## src/rtl/window_byte_fifo_if.sv

```systemverilog
// Handshake bundle for window_byte_fifo: word input side,
// window output side and occupancy.
interface window_byte_fifo_if #(
  parameter int IN_BYTES  = 8,
  parameter int WIN_BYTES = 3,
  parameter int DEPTH     = 16
);
  localparam int CW = $clog2(DEPTH + 1);

  logic [8*IN_BYTES-1:0]  in_data;
  logic                   in_valid;
  logic                   in_ready;
  logic [8*WIN_BYTES-1:0] win_data;
  logic                   win_valid;
  logic                   win_ready;
  logic [CW-1:0]          count;

  modport master (
    output in_data, in_valid, win_ready,
    input  in_ready, win_data, win_valid, count
  );

  modport slave (
    input  in_data, in_valid, win_ready,
    output in_ready, win_data, win_valid, count
  );
endinterface

```

## src/rtl/window_byte_fifo.sv

```systemverilog
// Byte-granular sliding-window FIFO: word writes, strided
// window reads, optional zero left-padding at row start.
module window_byte_fifo #(
  parameter int IN_BYTES  = 8,
  parameter int WIN_BYTES = 3,
  parameter int DEPTH     = 16,
  parameter int PAD_BYTES = 1
) (
  input  logic       clk,
  input  logic       reset,
  input  logic       start,
  input  logic       row_clear,
  input  logic [1:0] stride,
  input  logic       pad_en,
  window_byte_fifo_if.slave bus
);
  localparam int CW = $clog2(DEPTH + 1);
  localparam int PW = (DEPTH > 1) ? $clog2(DEPTH) : 1;
  localparam int SW = $clog2(WIN_BYTES + 1);

  localparam logic [PW:0]   DEP_W  = (PW+1)'(DEPTH);
  localparam logic [PW:0]   IN_W   = (PW+1)'(IN_BYTES);
  localparam logic [CW-1:0] IN_C   = CW'(IN_BYTES);
  localparam logic [CW-1:0] WIN_C  = CW'(WIN_BYTES);
  localparam logic [CW-1:0] ROOM_C = CW'(DEPTH - IN_BYTES);
  localparam logic [CW-1:0] PAD_C  = CW'(PAD_BYTES);
  localparam logic [PW-1:0] PAD_P  = PW'(PAD_BYTES);

  logic [7:0]    mem [DEPTH];
  logic [PW-1:0] rd_ptr;
  logic [PW-1:0] wr_ptr;
  logic [CW-1:0] cnt;
  logic [CW-1:0] cnt_nxt;
  logic [SW-1:0] stride_q;
  logic [SW-1:0] stride_in;
  logic          clr;
  logic          push;
  logic          pop;
  logic [PW-1:0] wr_idx [IN_BYTES];
  logic [PW-1:0] rd_idx [WIN_BYTES];

  // Sum stays below 2*DEPTH, so one conditional subtract wraps it.
  function automatic logic [PW-1:0] add_mod(
    input logic [PW-1:0] p,
    input logic [PW:0]   d
  );
    logic [PW:0] s;
    s = {1'b0, p} + d;
    if (s >= DEP_W) s = s - DEP_W;
    return s[PW-1:0];
  endfunction

  always_comb begin
    stride_in = SW'(1);
    if (stride != 2'd0) begin
      if (int'(stride) > WIN_BYTES) stride_in = SW'(WIN_BYTES);
      else stride_in = SW'(stride);
    end
  end

  assign clr           = start | row_clear;
  assign bus.in_ready  = (cnt <= ROOM_C);
  assign bus.win_valid = (cnt >= WIN_C);
  assign bus.count     = cnt;
  assign push          = bus.in_valid & bus.in_ready & ~clr;
  assign pop           = bus.win_valid & bus.win_ready & ~clr;

  always_comb begin
    for (int i = 0; i < IN_BYTES; i++)
      wr_idx[i] = add_mod(wr_ptr, (PW+1)'(i));
    for (int i = 0; i < WIN_BYTES; i++)
      rd_idx[i] = add_mod(rd_ptr, (PW+1)'(i));
  end

  always_comb begin
    bus.win_data = '0;
    for (int i = 0; i < WIN_BYTES; i++)
      bus.win_data[8*i +: 8] = mem[rd_idx[i]];
  end

  always_comb begin
    cnt_nxt = cnt;
    if (push) cnt_nxt = cnt_nxt + IN_C;
    if (pop)  cnt_nxt = cnt_nxt - CW'(stride_q);
  end

  always_ff @(posedge clk) begin
    if (reset) begin
      for (int i = 0; i < DEPTH; i++) mem[i] <= '0;
      rd_ptr   <= '0;
      wr_ptr   <= '0;
      cnt      <= '0;
      stride_q <= SW'(1);
    end else if (clr) begin
      for (int i = 0; i < DEPTH; i++) mem[i] <= '0;
      rd_ptr   <= '0;
      stride_q <= stride_in;
      wr_ptr   <= pad_en ? PAD_P : '0;
      cnt      <= pad_en ? PAD_C : '0;
    end else begin
      if (push) begin
        for (int i = 0; i < IN_BYTES; i++)
          mem[wr_idx[i]] <= bus.in_data[8*i +: 8];
        wr_ptr <= add_mod(wr_ptr, IN_W);
      end
      if (pop) rd_ptr <= add_mod(rd_ptr, (PW+1)'(stride_q));
      cnt <= cnt_nxt;
    end
  end
endmodule

```

## src/flat_wrapper.sv

```systemverilog
// flat-port wrapper written by rule: the top's interface ports become plain ports
module window_byte_fifo_flat 
#(
  parameter int IN_BYTES  = 8,
  parameter int WIN_BYTES = 3,
  parameter int DEPTH     = 16,
  parameter int PAD_BYTES = 1
)
  (clk, reset, start, row_clear, stride, pad_en, bus_in_data, bus_in_valid, bus_win_ready, bus_in_ready, bus_win_data, bus_win_valid, bus_count);
  window_byte_fifo_if #(.IN_BYTES(IN_BYTES), .WIN_BYTES(WIN_BYTES), .DEPTH(DEPTH)) bus_i ();
  input  logic clk;
  input  logic reset;
  input  logic start;
  input  logic row_clear;
  input  logic [1:0] stride;
  input  logic pad_en;
  input wire logic [$bits(bus_i.in_data)-1:0] bus_in_data;
  input wire logic [$bits(bus_i.in_valid)-1:0] bus_in_valid;
  input wire logic [$bits(bus_i.win_ready)-1:0] bus_win_ready;
  output wire logic [$bits(bus_i.in_ready)-1:0] bus_in_ready;
  output wire logic [$bits(bus_i.win_data)-1:0] bus_win_data;
  output wire logic [$bits(bus_i.win_valid)-1:0] bus_win_valid;
  output wire logic [$bits(bus_i.count)-1:0] bus_count;
  assign bus_i.in_data = bus_in_data;
  assign bus_i.in_valid = bus_in_valid;
  assign bus_i.win_ready = bus_win_ready;
  assign bus_in_ready = bus_i.in_ready;
  assign bus_win_data = bus_i.win_data;
  assign bus_win_valid = bus_i.win_valid;
  assign bus_count = bus_i.count;
  window_byte_fifo #(.IN_BYTES(IN_BYTES), .WIN_BYTES(WIN_BYTES), .DEPTH(DEPTH), .PAD_BYTES(PAD_BYTES)) u_core (.clk(clk), .reset(reset), .start(start), .row_clear(row_clear), .stride(stride), .pad_en(pad_en), .bus(bus_i));
endmodule
```

## config.mk

```make
export PLATFORM = sky130hd
export DESIGN_NAME = window_byte_fifo_flat
export DESIGN_NICKNAME = d
export VERILOG_FILES = /design/src/rtl/window_byte_fifo_if.sv /design/src/rtl/window_byte_fifo.sv /design/src/flat_wrapper.sv
export SDC_FILE = /design/constraint.sdc
export NUM_CORES = 1
export LEC_CHECK = 0
export CELL_PAD_IN_SITES_DETAIL_PLACEMENT = 1
export CELL_PAD_IN_SITES_GLOBAL_PLACEMENT = 1
export CORE_ASPECT_RATIO = 1.5
export CORE_MARGIN = 2
export CORE_UTILIZATION = 35
export CTS_CLUSTER_DIAMETER = 60
export DETAILED_ROUTE_END_ITERATION = 12
export GPL_TIMING_DRIVEN = 0
export HOLD_SLACK_MARGIN = 0.08
export PLACE_DENSITY_LB_ADDON = 0.3
export SYNTH_ARGS = -nofsm -noshare
export SYNTH_HDL_FRONTEND = slang
export SYNTH_SLANG_ARGS = --single-unit
```

## constraint.sdc

```tcl
create_clock -name clk -period 5.55 [get_ports clk]
set_input_delay 1.665 -clock clk [delete_from_list [all_inputs] [get_ports clk]]
set_output_delay 1.665 -clock clk [all_outputs]
set_load 0.01 [all_outputs]
```

==> reports/metrics.yaml <==
grt_max_degree: 17
min-delay-start: "u_core.stride_q[1]"
required_ps: 3880
grt_pass1_vias: 9694
cts_max_level: 4
fin_worst_skew_ps: 9.41
cts_resized: 0
dieHeight_um: 217
synthDistinctLibCells: 50
synth_edf_count: 128
row_count: 77
ctsHoldBuffers: 0
clk_latency_ps: 450
cts.clk_slew.worst_paths_ps: 60
fin_ws_ps: 449
io_buffers: 102
power_density_mw_per_mm2: 223
crit_slowest_cell: "nor2_1"
status: "finished, final reports clean"
route.final.wire_length_um: 44300
syn2layout_area_growth_pct: 19.8
cts_buffer_depth: 2
drv_slew: 0
synth_cells: 1083
vias_per_cell: 5.85
fin_crit_sh_pct: 91.9
cts_setup_buffers: 0
grt_antenna_before_repair: 2
synth_area_leaders: "edfxtp_1, mux4_2, nor2_1, nand2_1, a21oi_1"
fp.coreArea_mm2: 0.0296
hold_class: "flop to flop"
slowest_delay_ps: 710
grt_first_pass_wirelength_um: 64600
syn_area_mm2: 0.0106
syn_nets: 1169
drc_errors: 0
routedWlPerCell_um: 27.5
setup_viol: 0
async_flop_share_pct: 0
hpwlAfterDp_um: 36100
vdd_ir_drop_max_v: 0.000208
dieWidth_um: 146
worstMarginPinSlew_ps: 1330
cp-start-kind: "flop"
highest_layer: "met4"
synth-seq-cells: 145
slew_headroom_pct: 10.3
root_buffer: "clkbuf_16"
wl_met3_um: 2610
timing.fmax_ghz: 0.196
drtPass1Iterations: 7
grt_util_all_layers_pct: 28.1
finalPower_mw: 2.82
cts_buffers: 17
period_needed_ps: 5100
finalHoldViolCount: 0
ff2ff_setup_slack_ps: 1950
end_kind: "output port"
ys_seq_area_share_pct: 39.6
setup.worst_path.start: "u_core.rd_ptr[1]"
setup_tns_ps: 0
start_util_pct: 35.7
overflow: 0
drive_gt1_share_pct: 15.6
synth.top_cell.area_share_pct: 36.4
drtIter0Drc: 784
synth_ff_type: "edfxtp_1"
ioPinCount: 104
nNetsFinal: 1290
cp.arrival_ps: 3440
drv_cap: 0
cts_tree: "built"
cp_max_fo: 10
hold_ws_ps: 539
avgSynthCellArea_um2: 9.76
fill_cells: 3336
place_congestion: 0.951
dieArea_mm2: 0.0316
synth_warnings: 0
crit_type: "flop to output port"
postRouteAntennaNets: 0
yosysTopAreaCell: "edfxtp_1"
cts_sinks: 145
post-place-ws_ps: 1000
grt_setup_unrepaired: "no"
timing.rr.start: "u_core.wr_ptr[0]"
met2WireLength_um: 22300
p_leak_nw: 4.31
vias: 9434
path_cells: "ha_1 -> buf_2 -> clkbuf_1 -> nor2_1 -> nand3_1 -> a32o_1 -> clkdlybuf4s50_1"
wl_met1_um: 16500
cells in the mapped netlist, types with 10 or more instances:
master / n
ha_1: 11
nand3_1: 18
mux4_2: 88
a22oi_1: 28
buf_2: 36
mux2_2: 16
a21oi_1: 114
clkbuf_1: 54
a211oi_1: 25
mux2i_1: 23
a31o_2: 12
dfxtp_1: 17
nor2_1: 237
buf_1: 10
nand2_1: 169
edfxtp_1: 128
inv_1: 11
layout by cell type (no fill, tap or decap), types with 4 or more instances in the layout:
cell,count
mux2_2,16
buf_1,10
mux4_2,88
and2_1,8
dfxtp_1,17
nand2_1,169
edfxtp_1,128
a221oi_1,8
nor2b_1,8
buf_4,4
inv_1,11
a22oi_1,28
clkinv_2,4
ha_1,11
o21ai_0,4
mux2i_1,23
clkbuf_1,56
buf_2,36
a32o_1,8
nand3_1,18
clkdlybuf4s50_1,102
a21oi_1,114
clkbuf_16,17
a31o_2,12
a211oi_1,25
nor2_1,237
per-layer routing:
| metal | track usage, % | vias up |
|---|---|---|
| li1 | - | 4219 |
| met2 | 49.3 | 489 |
| met5 | 0 | - |
| met1 | 32.7 | 4612 |
| met3 | 3.73 | 114 |
| met4 | 17.0 | 0 |
power by group:
group	switching, mW	leakage [nW]	internal (mW)
logic	0.215	2.38	0.164
clock network	0.461	0.281	0.697
registers	0.0554	1.65	1.23
total	0.731	4.31	2.09
area by class of cell:
class	instances	area, um^2	area share, %
Clock inverter	12	143	1.13
Tap cell	395	494	3.90
Sequential cell	145	4180	33.0
Clock buffer	19	433	3.42
Buffer	104	450	3.56
Multi-Input combinational cell	822	5890	46.5
Inverter	12	45.0	0.356
Antenna cell	1	2.50	0.0198
Timing Repair Buffer	102	1020	8.06
critical path: cells and delay by family (launching register included):
kind                       cells  cell delay [ps]
adders and majority gates      1              270
buffers and inverters          3             1080
and+or+nand+nor                2              900
DFF                            1              410
AOI/OAI and AO/OA              1              310
registers in the layout (all words and copies together) (netlist names), named ones only:
signal,count
u_core.bus.count,5
u_core.rd_ptr,4
u_core.wr_ptr,2
u_core.mem,128
u_core.stride_q,2
through the flow:
stage          instance area [um^2]  instances  utilization, %
3_3_place_gp                  12100       1580            40.9
3_5_place_dp                  12100       1580            40.9
4_1_cts                       12700       1611            42.8
2_1_floorplan                 10600       1083               -
6_report                      12700       1612            42.8
5_1_grt                       12700       1611            42.8
path summary, 6_finish.rpt:
kind	to	cells past startpoint
max reg2reg	u_core.mem[8][6]	7
min	u_core.stride_q[1]	2
max	bus_win_data[13]	7
min reg2reg	u_core.stride_q[1]	2
kinds of logic after synthesis:
group | Yosys count | synth area share (%)
adders and majority gates | 13 | 1.68
xor gates and xnor gates | 4 | 0.403
AOI/OAI and AO/OA | 218 | 13.4
DFF | 145 | 39.6
and+or+nand+nor | 459 | 17.5
buffers and inverters | 116 | 4.69
muxes | 128 | 22.8
Note: power is estimated with default switching activity, not from simulation.
